[src/rtl/mips8_pkg.sv]
// rtl/mips8_pkg.sv - shared widths, writeback state and entry types for the 8-bit MIPS core
package mips8_pkg;
    localparam int DATA_W = 8;
    localparam int ADDR_W = 3;
    localparam logic [ADDR_W-1:0] REG_ZERO = 3'd0;

    typedef enum logic {
        WB_EMPTY = 1'b0,
        WB_FULL  = 1'b1
    } wb_state_e;

    typedef struct packed {
        logic              en;
        logic [ADDR_W-1:0] dest;
        logic [DATA_W-1:0] data;
    } wb_entry_t;
endpackage

[src/rtl/wb_result_mux.sv]
// rtl/wb_result_mux.sv - selects load data or ALU result as the writeback value
module wb_result_mux
    import mips8_pkg::*;
(
    input  logic              in_mem_to_reg,
    input  logic [DATA_W-1:0] in_mem_data,
    input  logic [DATA_W-1:0] in_alu_result,
    output logic [DATA_W-1:0] out_data
);
    assign out_data = in_mem_to_reg ? in_mem_data : in_alu_result;
endmodule

[src/rtl/mem_wb_writeback.sv]
// rtl/mem_wb_writeback.sv - MEM/WB register and register-file writeback; WB_BYPASS_EN adds forwarding outputs
module mem_wb_writeback
    import mips8_pkg::*;
#(
    parameter int CNT_W = 16
) (
    input  logic              clk,
    input  logic              rst,
    input  logic              in_valid,
    output logic              in_ready,
    input  logic              in_reg_write,
    input  logic              in_mem_to_reg,
    input  logic [ADDR_W-1:0] in_dest,
    input  logic [DATA_W-1:0] in_alu_result,
    input  logic [DATA_W-1:0] in_mem_data,
    input  logic              wb_stall,
    output logic              reg_write_en,
    output logic [ADDR_W-1:0] reg_write_dest,
    output logic [DATA_W-1:0] reg_write_data,
    output logic [CNT_W-1:0]  retired_cnt
`ifdef WB_BYPASS_EN
    ,
    output logic              byp_valid,
    output logic [ADDR_W-1:0] byp_dest,
    output logic [DATA_W-1:0] byp_data
`endif
);
    wb_state_e         r_state;
    wb_entry_t         r_entry;
    logic [CNT_W-1:0]  r_retired_cnt;
    logic [DATA_W-1:0] w_mux_data;
    logic              w_accept;
    logic              w_commit;
    logic              w_writes_reg;

    wb_result_mux u_result_mux (
        .in_mem_to_reg (in_mem_to_reg),
        .in_mem_data   (in_mem_data),
        .in_alu_result (in_alu_result),
        .out_data      (w_mux_data)
    );

    // A stall only blocks intake when an entry is actually waiting to commit.
    assign in_ready     = (r_state == WB_EMPTY) | ~wb_stall;
    assign w_accept     = in_valid & in_ready;
    assign w_commit     = (r_state == WB_FULL) & ~wb_stall;
    assign w_writes_reg = r_entry.en & (r_entry.dest != REG_ZERO);

    always_ff @(posedge clk or negedge rst) begin
        if (!rst) begin
            r_state       <= WB_EMPTY;
            r_entry       <= '0;
            r_retired_cnt <= '0;
        end else begin
            if (w_commit) begin
                r_retired_cnt <= r_retired_cnt + 1'b1;
            end
            if (w_accept) begin
                r_state <= WB_FULL;
                r_entry <= '{en: in_reg_write, dest: in_dest, data: w_mux_data};
            end else if (w_commit) begin
                r_state <= WB_EMPTY;
            end
        end
    end

    assign reg_write_en   = w_commit & w_writes_reg;
    assign reg_write_dest = w_commit ? r_entry.dest : '0;
    assign reg_write_data = w_commit ? r_entry.data : '0;
    assign retired_cnt    = r_retired_cnt;

`ifdef WB_BYPASS_EN
    // Forwarding sees the held entry even while the commit is stalled.
    assign byp_valid = (r_state == WB_FULL) & w_writes_reg;
    assign byp_dest  = byp_valid ? r_entry.dest : '0;
    assign byp_data  = byp_valid ? r_entry.data : '0;
`endif
endmodule
[config.mk]
export PLATFORM = sky130hd
export DESIGN_NAME = mem_wb_writeback
export DESIGN_NICKNAME = d
export VERILOG_FILES = /design/src/rtl/mips8_pkg.sv /design/src/rtl/wb_result_mux.sv /design/src/rtl/mem_wb_writeback.sv
export SDC_FILE = /design/constraint.sdc
export NUM_CORES = 1
export LEC_CHECK = 0
export BUFFER_PORTS_ARGS = -buffer_cell sky130_fd_sc_hd__buf_2
export CAP_MARGIN = 20
export CORE_MARGIN = 2
export CORE_UTILIZATION = 48
export CTS_CLUSTER_SIZE = 24
export DETAILED_ROUTE_END_ITERATION = 12
export GPL_ROUTABILITY_DRIVEN = 1
export PLACE_DENSITY = 0.74
export SYNTH_ARGS = -nofsm -noshare
export SYNTH_HDL_FRONTEND = slang
export SYNTH_SLANG_ARGS = --single-unit
[constraint.sdc]
create_clock -name clk -period 1.9 [get_ports clk]
set_input_delay 0.095 -clock clk [delete_from_list [all_inputs] [get_ports clk]]
set_output_delay 0.095 -clock clk [all_outputs]
set_load 0.03 [all_outputs]
== Word level (Yosys, flattened, before mapping) ==
Cells that the tools add are included.

* Register bits after elaboration: 29
* Output and inout bits: 29
* Word-level logic and storage cells: 20

* $add $sub $neg: 1
* Mux-type cells: 5
* Bitwise operators: 7
* Reductions and logical operators: 2

{| class="wikitable"
|+ Operators by type and width
! cell !! number
|-
| adder 16 x 1 -> 16 bit, second input constant || 1
|-
| two-way mux 8 bit || 2
|-
| AND 1 bit || 4
|-
| two-way mux 3 bit || 1
|-
| nonzero test 3 bit || 1
|-
| two-way mux 1 bit || 2
|-
| NOT 1 bit || 2
|-
| nonzero test 2 bit || 1
|-
| bitwise OR 1 bit || 1
|}

== Longest topological paths before layout ==
Gate-level depths: netlist of run 1.

* Depth after elaboration: 4
* Depth in mapped cells: 5
* Depth with buffers taken out: 5

== Modules after synthesis ==
A second synthesis of run 1 with hierarchy kept.

* Cell total of the unflattened synthesis: 113
* Area, all modules: 1435.1 um^2

{| class="wikitable"
|+ Modules (own cells, without submodules)
! module !! times used !! cells each !! area each (um^2) !! seq. area each (um^2)
|-
| mem_wb_writeback || 1 || 104 || 1303.8 || 725.7
|-
| wb_result_mux || 1 || 9 || 131.4 || 0.0
|}

== Worst setup path after synthesis of run 1 ==
Ideal clock, no wire load.

* Path kind: reg2reg
* From: register r_retired_cnt[0] (netlist: retired_cnt[0])
* To: register r_retired_cnt[10] (netlist: retired_cnt[10])
* Arrival time: 1463 ps
* Path slack: 357 ps
* Cell stages (with the launch flop): 6
* Clock period less this slack: 1543 ps
* Cell sequence: dfrtp_1 -> ha_1 -> nand3b_4 -> nor3_4 -> and3_1 -> xor2_1

* Word-level cells in the longest chain between the ends: 1

{| class="wikitable"
|+ RTL lines
! element !! line !! RTL
|-
| start: declaration || mem_wb_writeback.sv:30 || <nowiki>logic [CNT_W-1:0] r_retired_cnt;</nowiki>
|-
| start signal: assignment || mem_wb_writeback.sv:56 || <nowiki>r_retired_cnt <= r_retired_cnt + 1'b1;</nowiki>
|-
| adder 16 x 1 -> 16 bit || mem_wb_writeback.sv:56 ||
|}

Every way passes these cells.
A chain may end at the register's enable or synchronous reset.

== Worst setup path after layout of run 1 ==
* From: register r_state
* To: output port reg_write_en

* Word-level cells in the longest chain between the ends: 2

{| class="wikitable"
|+ RTL lines
! element !! line !! RTL
|-
| start: declaration || mem_wb_writeback.sv:28 || <nowiki>wb_state_e r_state;</nowiki>
|-
| start signal: assignment || mem_wb_writeback.sv:51 || <nowiki>r_state <= WB_EMPTY;</nowiki>
|-
| start signal: assignment || mem_wb_writeback.sv:59 || <nowiki>r_state <= WB_FULL;</nowiki>
|-
| start signal: assignment || mem_wb_writeback.sv:62 || <nowiki>r_state <= WB_EMPTY;</nowiki>
|-
| AND 1 bit || mem_wb_writeback.sv:46 || <nowiki>assign w_commit = (r_state == WB_FULL) & ~wb_stall;</nowiki>
|-
| AND 1 bit || mem_wb_writeback.sv:67 || <nowiki>assign reg_write_en = w_commit & w_writes_reg;</nowiki>
|-
| end: declaration || mem_wb_writeback.sv:17 || <nowiki>output logic reg_write_en,</nowiki>
|}

Every way passes these cells.

==> summary.md, run 1 <==
| Metric | Value |
|---|---|
| Final setup violation count | 0 |
| Hold crit path type | in -> reg |
| Max Slew Vio Count | 0 |
| Library cells used by synthesis | 31 |
| Crit path time final | approximately 1.7 ns |
| Synthesized cell area | between 1000 and 1500 sq um |
| Via Count | 1079 |
| Max stage delay on crit path | 0.44 ns |
| # IOs | 54 |
| Maximum vdd drop | just under 0.0007 V |
| IO buf count | 53 |
| FF-to-FF Start | retired_cnt[0] |
| Initial antenna violation count | 0 |
| Avg Synthesized Cell Area | between 10 and 15 sq um |
| Die height | 58.5 um |
| Final period utilization | 91.3% |
| Cell with the most instances after synthesis | dfrtp_1 |
| Worst-path clk slew | about 0.09 ns |
| Main synth FF type | dfrtp_1 |
| Rel. slew slack | 57.5% |
| Req. time, crit path | 1.80 ns |
| Vias per cell | around 5.1 |
| Initial Utilization | 51.2% |
| Clk pwr share | 24.1% |
| Die X | ~60 um |
| H-tree Lvls | 2 |
| Largest net degree at the start of global routing | 30 |
| Int Pwr | 1.13 mW |
| Post-detailed-route count of antenna-violating nets | 0 |
| CTS tree | yes |
| Slew @ Worst Pin | 0.638 ns |
| Iter 0 DRT Violations | 24 |
| Pwr/cell area | 972 nW/um^2 |
| Placeable core region | 2780 sq um |
| CTS root buf | clkbuf_4 |
| Final hold vios | 0 |
| Top cell family by delay on the critical path | flip-flops |
| Worst path arrival time | 1.64 ns |
| Design Power | 1.77 mW |
| Seq cells post-synth | 29 |
| Clk_lat worst skew | 0.32 ns |
| RSZ-0062 raised after global routing | no |
| Switching share of power | 36.0% |
| GRT Util Overall | 18.4% |
| Hold Crit Start | in_dest[1] |
| Post-route clock skew | 0.00988 ns |
| Post-Layout Cell Count | 211 |
| Sequential share of the synthesized area | 50.9% |
| Synth top area share | between 50% and 60% |
| DP Cell Count | 198 |
| Largest area contributor in the netlist | dfrtp_1 |
| Crit path cell chain | and2b_1, o311a_1, buf_2 |
| Status | complete, no violations |
| CP startpoint | r_state |
| Number of buffers created by CTS | 5 |
| Crit Path Max Fanout | 16 |
| Post-synth EDFFs | 0 |
| Final Worst Setup Slack | 0.166 ns |
| Max cap viols | 0 |
| Cells after Synth | between 100 and 150 |
| Area Overhead vs Synth | 27.6% |
| N_diodes | 0 |
| Rows | 19 |
| Switch Pwr | 636 uW |
| Vias in the first global route | roughly 1000 |
| Clock Path Buffers | 2 |
| Post-cts resize count | 0 |
| Worst setup EP type | output port |
| Worst Setup Start Kind | flip-flop |
| Share of post-route cells with drive strength above 1 | 41.1% |
| Nets | 205 |
| CTS Sinks | 29 |
| Hold buffer count at CTS | 5 |
| Postcts setup bufs | 0 |
| Buffers plus inverters on the worst setup path | 1 |
| Drt first pass iters | 6 |
| Remaining Overflow, GRT | 0 |
| Hold WS | approximately 0.018 ns |
| Logic pwr share | 29.9% |
| Critical-path top delay cell | dfrtp_1 |
| WL/cell | 13.2 um |
| Dpl hpwl | 2000 um |
| Setup TNS | 0 ns |
| Fmax | approximately 580 MHz |
| Synth async-reset ratio | between 90% and 100% |
| Final Wtd Congestion | 0.752 |
| Critical path type | reg -> out |
| Top cells by count, synth | 29 x dfrtp_1, 12 x and2_1, 10 x xnor2_1, 9 x nor2_1 |
| Flop pwr share | between 40% and 50% |
| Warnings, synthesis | 0 |
| DRC | 0 |
| First-pass GRT wire length | 4690 um |
| Post-Route WL | 2790 um |
| Syn Nets | 145 |
| Die ar. | 3420 sq um |
| LEAKAGE | 0.996 nW |
| Post-Place Worst Slack | 0.454 ns |
| Top cells by area, synth | dfrtp_1 51%, xnor2_1 6.1%, mux2i_1 5.6%, and2_1 5.3%, mux2_4 4.2% |
registers in the layout, summed over array words and instances (netlist names):
name,cells
retired_cnt,16
r_state,1
r_entry,12
power groups by stage:
stage	Combinational [mW]	Sequential, mW	Clock, mW
after global placement	0.518	0.817	0
final	0.528	0.814	0.426
after global routing	0.568	0.832	0.468
after detailed placement	0.527	0.826	0
after CTS	0.536	0.815	0.440
after floorplan	0.266	0.926	0
through the flow:
step | utilization [%] | area [sq um]
2_1_floorplan | - | 1430
3_3_place_gp | 61.0 | 1700
3_5_place_dp | 61.0 | 1700
4_1_cts | 65.4 | 1820
5_1_grt | 65.4 | 1820
6_report | 65.4 | 1820
cell usage in the layout, fill, tap and decap left out, types with 2 or more instances in the layout:
| cell | instances |
|---|---|
| nand4_1 | 4 |
| nand3_1 | 4 |
| xor2_1 | 5 |
| buf_2 | 53 |
| nor2_1 | 9 |
| and3_1 | 4 |
| and2_1 | 12 |
| a21oi_1 | 8 |
| xnor2_1 | 10 |
| nand2_1 | 2 |
| dlygate4sd3_1 | 5 |
| clkbuf_4 | 5 |
| clkbuf_8 | 2 |
| mux2_4 | 4 |
| mux2i_1 | 8 |
| dfrtp_1 | 29 |
cells by family (layout without fill, tap and decap cells):
family / count (synthesis) / count (layout) / share of synthesized area [%]
simple gates: 46 / 46 / 22.4
xor+xnor: 15 / 15 / 9.22
mux: 13 / 13 / 10.6
flops: 29 / 29 / 50.9
buf+inv: 6 / 67 / 2.46
compound gates: 9 / 9 / 3.51
fa+ha+maj: 1 / 1 / 0.878
cell type report:
| type | instances | area (sq um) |
|---|---|---|
| Tap cell | 31 | 38.8 |
| Multi-Input combinational cell | 84 | 664 |
| Clock inverter | 1 | 5.00 |
| Timing Repair Buffer | 58 | 315 |
| Clock buffer | 7 | 65.1 |
| Fill cell | 238 | 963 |
| Sequential cell | 29 | 726 |
| Inverter | 1 | 3.75 |
metal layers:
metal | routed length (um) | track usage, % | up-vias
met1 | 1180 | 22.5 | 510
met5 | 0 | 0 | -
met2 | 1420 | 31.0 | 43
met3 | 181 | 5.93 | 2
li1 | - | - | 524
met4 | 13 | 5.98 | 0
path summary, 6_finish.rpt:
check | to | slack, ns | depth (start not counted)
setup / recovery | reg_write_en | 0.17 | 3
hold / removal | r_entry[9] | 0.02 | 2
setup reg to reg | retired_cnt[10] | 0.43 | 5
hold reg to reg | retired_cnt[15] | 0.46 | 1
max in group asynchronous | retired_cnt[2] | 1.15 | 2
min in group asynchronous | retired_cnt[15] | 0.33 | 2
No activity file was read; power rests on OpenSTA's default activity.
==> run 2, diff against run 1 <==
--- a/config.mk
+++ b/config.mk
@@ -5,14 +5,15 @@
 export SDC_FILE = /design/constraint.sdc
 export NUM_CORES = 1
 export LEC_CHECK = 0
+export ABC_AREA = 1
 export BUFFER_PORTS_ARGS = -buffer_cell sky130_fd_sc_hd__buf_2
 export CAP_MARGIN = 20
 export CORE_MARGIN = 2
-export CORE_UTILIZATION = 48
+export CORE_UTILIZATION = 49
 export CTS_CLUSTER_SIZE = 24
 export DETAILED_ROUTE_END_ITERATION = 12
 export GPL_ROUTABILITY_DRIVEN = 1
-export PLACE_DENSITY = 0.74
+export PLACE_DENSITY = 0.75
 export SYNTH_ARGS = -nofsm -noshare
 export SYNTH_HDL_FRONTEND = slang
 export SYNTH_SLANG_ARGS = --single-unit
==> run 2 against run 1 <==
- critical path depth up 2
- combinational power down 6.8%
- clock power is 18% lower
- critical endpoint unchanged
- synthesized cell count is 63% higher
- final area is 6.7% higher
- wire length is 10% higher
- core utilization shrank 1.3 points
- largest power group unchanged
==> summary.md, run 2 <==
| Metric | Value |
|---|---|
| Vias per cell | 4.53 |
| Die height | 60.1 um |
| Wire length on met1 | 1400 um |
| Setup TNS | 0 ns |
| Synth top area share | 47.0% |
| Postcts setup bufs | 0 |
| Clk_lat worst skew | 0.33 ns |
| Largest area contributor in the netlist | dfrtp_1 |
| Max stage delay on crit path | 0.44 ns |
| Crit Path Max Fanout | 14 |
| Hold WS | 0.00859 ns |
| Rel. slew slack | roughly three fifths |
| Max Slew Vio Count | 0 |
| Wire length on met2 | 1420 um |
| Post-Route WL | around 3100 um |
| Top cells by area, synth | dfrtp_1 47%, nand2_1 11%, inv_1 9.0%, nor2_1 5.6%, xnor2_1 4.0% |
| Seq cells post-synth | 29 |
| Synth async-reset ratio | 100% |
| Final period utilization | 81.9% |
| Post-cts resize count | 0 |
| LEAKAGE | 1.09 nW |
| Crit path time final | 1.56 ns |
| Final Worst Setup Slack | 0.344 ns |
| DP Cell Count | 286 |
| Post-synth EDFFs | 0 |
| Slew @ Worst Pin | 0.628 ns |
| Max cap viols | 0 |
| Hold buffer count at CTS | 6 |
| Maximum vdd drop | 0.000430 V |
| WL/cell | 10.2 um |
| Crit path cell chain | nand2_4, inv_6, nand2_1, a31oi_1, buf_2 |
| Dpl hpwl | around 2300 um |
| Rows | 20 |
| Hold crit path type | in -> reg |
| Status | complete, no violations |
| Die ar. | 3620 sq um |
| Post-route clock skew | 0.00540 ns |
| Clock Path Buffers | 2 |
| Iter 0 DRT Violations | between 50 and 60 |
| Placeable core region | between 3000 and 4000 sq um |
| Syn Nets | 220 |
| Vias in the first global route | 1272 |
| CTS tree | yes |
| FF-to-FF Start | retired_cnt[0] |
| Avg Synthesized Cell Area | approximately 8 sq um |
| Area Overhead vs Synth | 25.6% |
| Share of post-route cells with drive strength above 1 | 28.5% |
| Largest net degree at the start of global routing | 30 |
| Pwr/cell area | 844 nW/um^2 |
| Final core occ | 64.0% |
| Drt first pass iters | 4 |
| CTS Sinks | 29 |
| Post-Layout Cell Count | 300 |
| Cells after Synth | 194 |
| RSZ-0062 raised after global routing | no |
| CTS root buf | clkbuf_4 |
| H-tree Lvls | 2 |
| Hold Crit Start | in_alu_result[0] |
| IO buf count | 53 |
| Warnings, synthesis | 0 |
| Design Power | about 1.6 mW |
| Main synth FF type | dfrtp_1 |
| Die X | between 60 and 70 um |
| Top cells by count, synth | 44 x nand2_1, 37 x inv_1, 29 x dfrtp_1, 23 x nor2_1, 11 x o21ai_1 |
| Final hold vios | 0 |
| CP startpoint | r_state |
| Fmax | 643 MHz |
| Worst Setup Start Kind | flip-flop |
| Final Wtd Congestion | 0.867 |
| Nets | 281 |
| Placed Area | 1830 sq um |
| Final setup violation count | 0 |
| Sequential share of the synthesized area | 47.0% |
| Synthesized cell area | between 1500 and 2000 sq um |
| Remaining Overflow, GRT | 0 |
| DRC | 0 |
| Initial antenna violation count | 0 |
| Largest register FFs | 16 |
| Metal3 WL | 194 um |
| # IOs | 54 |
| Number of buffers created by CTS | 5 |
| N_diodes | 0 |
| Most common cell after layout, fill and taps aside | buf_2 |
| Top Metal Used | met4 |
| Cell with the most instances after synthesis | nand2_1 |
| Post-detailed-route count of antenna-violating nets | 0 |
| Worst setup EP type | output port |
| Initial Utilization | 51.0% |
| Final instance area | 1940 sq um |
| Post-Place Worst Slack | 0.632 ns |
| GRT Util Overall | 20.9% |
| First-pass GRT wire length | 5540 um |
| Library cells used by synthesis | 22 |
| Critical-path top delay cell | dfrtp_1 |
| Via Count | 1360 |
| Most frequent cells in the layout | 53 x buf_2, 44 x nand2_1, 37 x inv_1, 29 x dfrtp_1, 23 x nor2_1 |
| Worst-path clk slew | roughly 0.090 ns |
| Req. time, crit path | ~1.8 ns |
| Critical path type | reg -> out |
| Worst path arrival time | between 1 and 1.5 ns |
run 2: report_power, final:
group	leakage [nW]	internal, mW	switching (mW)
sequential	0.351	0.710	0.0840
combinational	0.706	0.164	0.328
clock	0.0320	0.140	0.210
run 2: path summary, 6_finish.rpt:
kind,slack [ns],depth (start not counted),end
setup reg to reg,0.62,5,retired_cnt[10]
max in group asynchronous,1.17,2,retired_cnt[9]
min in group asynchronous,0.32,2,r_entry[1]
setup / recovery,0.34,5,reg_write_en
hold reg to reg,0.50,2,r_entry[11]
hold / removal,0.009,3,r_entry[0]
run 2: layout make-up:
| type | instances | area [sq um] |
|---|---|---|
| Clock inverter | 2 | 10.0 |
| Inverter | 39 | 151 |
| Multi-Input combinational cell | 121 | 631 |
| Tap cell | 44 | 55.1 |
| Timing Repair Buffer | 59 | 325 |
| Clock buffer | 6 | 41.3 |
| Sequential cell | 29 | 726 |
| Fill cell | 286 | 1090 |
run 2: cell families after synthesis:
family | Yosys count | synth area share (%)
DFF | 29 | 47.0
and+or+nand+nor | 90 | 26.5
xor gates and xnor gates | 10 | 5.67
AOI/OAI and AO/OA | 20 | 7.86
adders and majority gates | 1 | 0.810
buffers and inverters | 44 | 12.2
run 2: routing by layer:
metal	global-route usage, %	vias up
met3	7.58	5
met5	0	-
met2	33.4	45
li1	-	718
met4	8.57	0
met1	25.5	592
run 2: worst max-delay path, delay by kind of cell, from the launching register on:
kind	cells	cell delay, ns
buffers and inverters	2	0.33
AOI/OAI and AO/OA	1	0.13
and+or+nand+nor	2	0.21
DFF	1	0.44
==> run 3, diff against run 2 <==
==> constraint.sdc (replaced) <==
create_clock -name clk -period 1.5 [get_ports clk]
set_input_delay 0.075 -clock clk [delete_from_list [all_inputs] [get_ports clk]]
set_output_delay 0.075 -clock clk [all_outputs]
set_load 0.03 [all_outputs]
==> run 3 against run 2 <==
- clock skew grew 0.00061 ns
- power grew 27%
- critical path depth shrank 1
- core utilization grew 3.4 points
- largest power group unchanged
- first-iteration DRC count grew 5.8%
- count of clock-buffer cells in the layout shrank 1
- via count grew 5.7%
- sequential power grew 27%
- setup slack lost 0.20 ns
==> summary.md, run 3 (synthesis results as in run 2) <==
| Metric | Value |
|---|---|
| Placed Area | 1830 sq um |
| Clock Path Buffers | 2 |
| Top cell family by delay on the critical path | flip-flops |
| Die X | 60.1 um |
| Die ar. | approximately 3600 sq um |
| Worst setup EP type | output port |
| Final hold vios | 0 |
| Pwr/cell area | 1020 nW/um^2 |
| Dpl hpwl | 2370 um |
| Worst Hold Depth | 3 |
| Initial antenna violation count | 0 |
| Area Overhead vs Synth | 32.3% |
| IO buf count | 53 |
| Share of post-route cells with drive strength above 1 | 28.8% |
| Largest register FFs | 16 |
| Worst R2R End | r_entry[3] |
| Critical path type | reg -> out |
| Vias per cell | ~4.7 |
| Die height | about 60 um |
| N_diodes | 0 |
| Rows | 20 |
| Worst Setup Start Kind | flip-flop |
| Initial Utilization | 51.0% |
| Maximum vdd drop | 0.000639 V |
| Hold crit path type | in -> reg |
| Crit path cell chain | nand2_8, buf_4, nor2_1, buf_2 |
| Most common cell after layout, fill and taps aside | buf_2 |
| FF-to-FF Start | r_state |
| Max Slew Vio Count | 0 |
| Remaining Overflow, GRT | 0 |
| Placeable core region | roughly 3000 sq um |
| Worst path arrival time | 1.28 ns |
| Worst path depth | 4 |
| Critical-path top delay cell | dfrtp_2 |
| Worst r2r path cells | 6 |
| Final instance area | 2040 sq um |
| Max stage delay on crit path | around 0.42 ns |
| First-pass GRT wire length | 5800 um |
| Drt first pass iters | 4 |
| Final period utilization | between 90 and 100% |
| Number of buffers created by CTS | 5 |
| LEAKAGE | roughly 1.1 nW |
| Buffers plus inverters on the worst setup path | 2 |
| Setup TNS | 0 ns |
| CTS Sinks | 29 |
| GRT Util Overall | 21.7% |
| Vias in the first global route | 1423 |
| Max cap viols | 0 |
| Hold Crit Start | in_alu_result[6] |
| Post-Route WL | 3290 um |
| Post-route clock skew | roughly 0.0060 ns |
| DRC | 0 |
| Slew @ Worst Pin | 0.622 ns |
| Worst Hold Path EP | r_entry[6] |
| CTS root buf | clkbuf_4 |
| Largest net degree at the start of global routing | 30 |
| Req. time, crit path | 1.42 ns |
| # IOs | 54 |
| Worst-path clk slew | 0.08 ns |
| Hold WS | 0.0205 ns |
| Clk_lat worst skew | 0.32 ns |
| Reg-to-reg slack, setup | 0.16 ns |
| Nets | 291 |
| Fmax | approximately 740 MHz |
| H-tree Lvls | 2 |
| WL/cell | 10.7 um |
| Crit path time final | 1.36 ns |
| Most frequent cells in the layout | 52 x buf_2, 44 x nand2_1, 37 x inv_1, 28 x dfrtp_1, 23 x nor2_1 |
| Post-detailed-route count of antenna-violating nets | 0 |
| Status | complete, no violations |
| Final Wtd Congestion | between 0.8 and 0.9 |
| Fillcell total | approximately 260 |
| Final setup violation count | 0 |
| CTS tree | yes |
| Multi-input gate area in the final layout | 639 sq um |
| Crit Path Max Fanout | 8 |
| Rel. slew slack | 58.5% |
| RSZ-0062 raised after global routing | no |
| Register Area | 727 sq um |
| Via Count | 1437 |
| Iter 0 DRT Violations | 55 |
==> run 3: cell count changes in the layout (fill, tap and decap cells not counted) <==
cell           change
dlygate4sd3_1      +7
buf_4              +4
buf_2              -1
clkbuf_1           -1
clkinv_2           -1
clkinv_8           +1
dfrtp_1            -1
dfrtp_2            +1
inv_6              -1
nand2_4            -1
nand2_8            +1
==> run 3: final cells by class <==
| cell class | count | share of cell area (%) |
|---|---|---|
| Clock inverter | 1 | 0.245 |
| Inverter | 39 | 7.78 |
| Tap cell | 44 | 2.69 |
| Clock buffer | 5 | 1.84 |
| Timing Repair Buffer | 69 | 20.6 |
| Sequential cell | 29 | 35.6 |
| Multi-Input combinational cell | 121 | 31.3 |
==> run 3: how the worst max path moves through the flow <==
| stage | startpoint | to | slack (ns) |
|---|---|---|---|
| floorplan | retired_cnt[0] | retired_cnt[10] | 0.10 |
| global placement | retired_cnt[0] | retired_cnt[10] | 0.26 |
| detailed placement | retired_cnt[0] | retired_cnt[8] | 0.22 |
| CTS | r_state | reg_write_en | 0.03 |
| global route | r_state | r_entry[3] | 0.04 |
| finish | r_state | reg_write_dest[0] | 0.14 |
==> run 3: repair_timing <==
action	4_1_cts	5_1_grt
hold buffers	13	0
endpoints found under the setup margin	1	1
hold endpoints to repair	41	0
resized for setup	2	3
pin swaps	0	1
setup buffers	1	2
==> run 3: power breakdown <==
part	switching, mW	internal, mW	leakage (nW)
registers	0.108	0.900	0.350
logic	0.424	0.233	0.749
clock network	0.252	0.162	0.0269
total	0.784	1.29	1.13
==> run 3: through the flow <==
step / std cells / util, % / setup slack, ns / total power [mW]
2_1_floorplan: 194 / - / 0.100 / 1.46
3_3_place_gp: 286 / 60.4 / 0.264 / 1.63
3_5_place_dp: 286 / 60.4 / 0.220 / 1.64
4_1_cts: 306 / 66.4 / 0.0329 / 2.09
5_1_grt: 308 / 67.5 / 0.0398 / 2.22
6_report: 308 / 67.5 / 0.143 / 2.08
==> run 3: worst min-delay path, delay by kind of cell <==
family | cells | cell delay (ns)
compound gates | 2 | 0.15
buf+inv | 1 | 0.08
==> run 3: routing by layer <==
metal | GRT usage (%) | share of wire [%]
met1 | 24.6 | 44
met2 | 37.3 | 48
met3 | 7.58 | 6.0
met4 | 7.94 | 1.8
met5 | 0 | 0
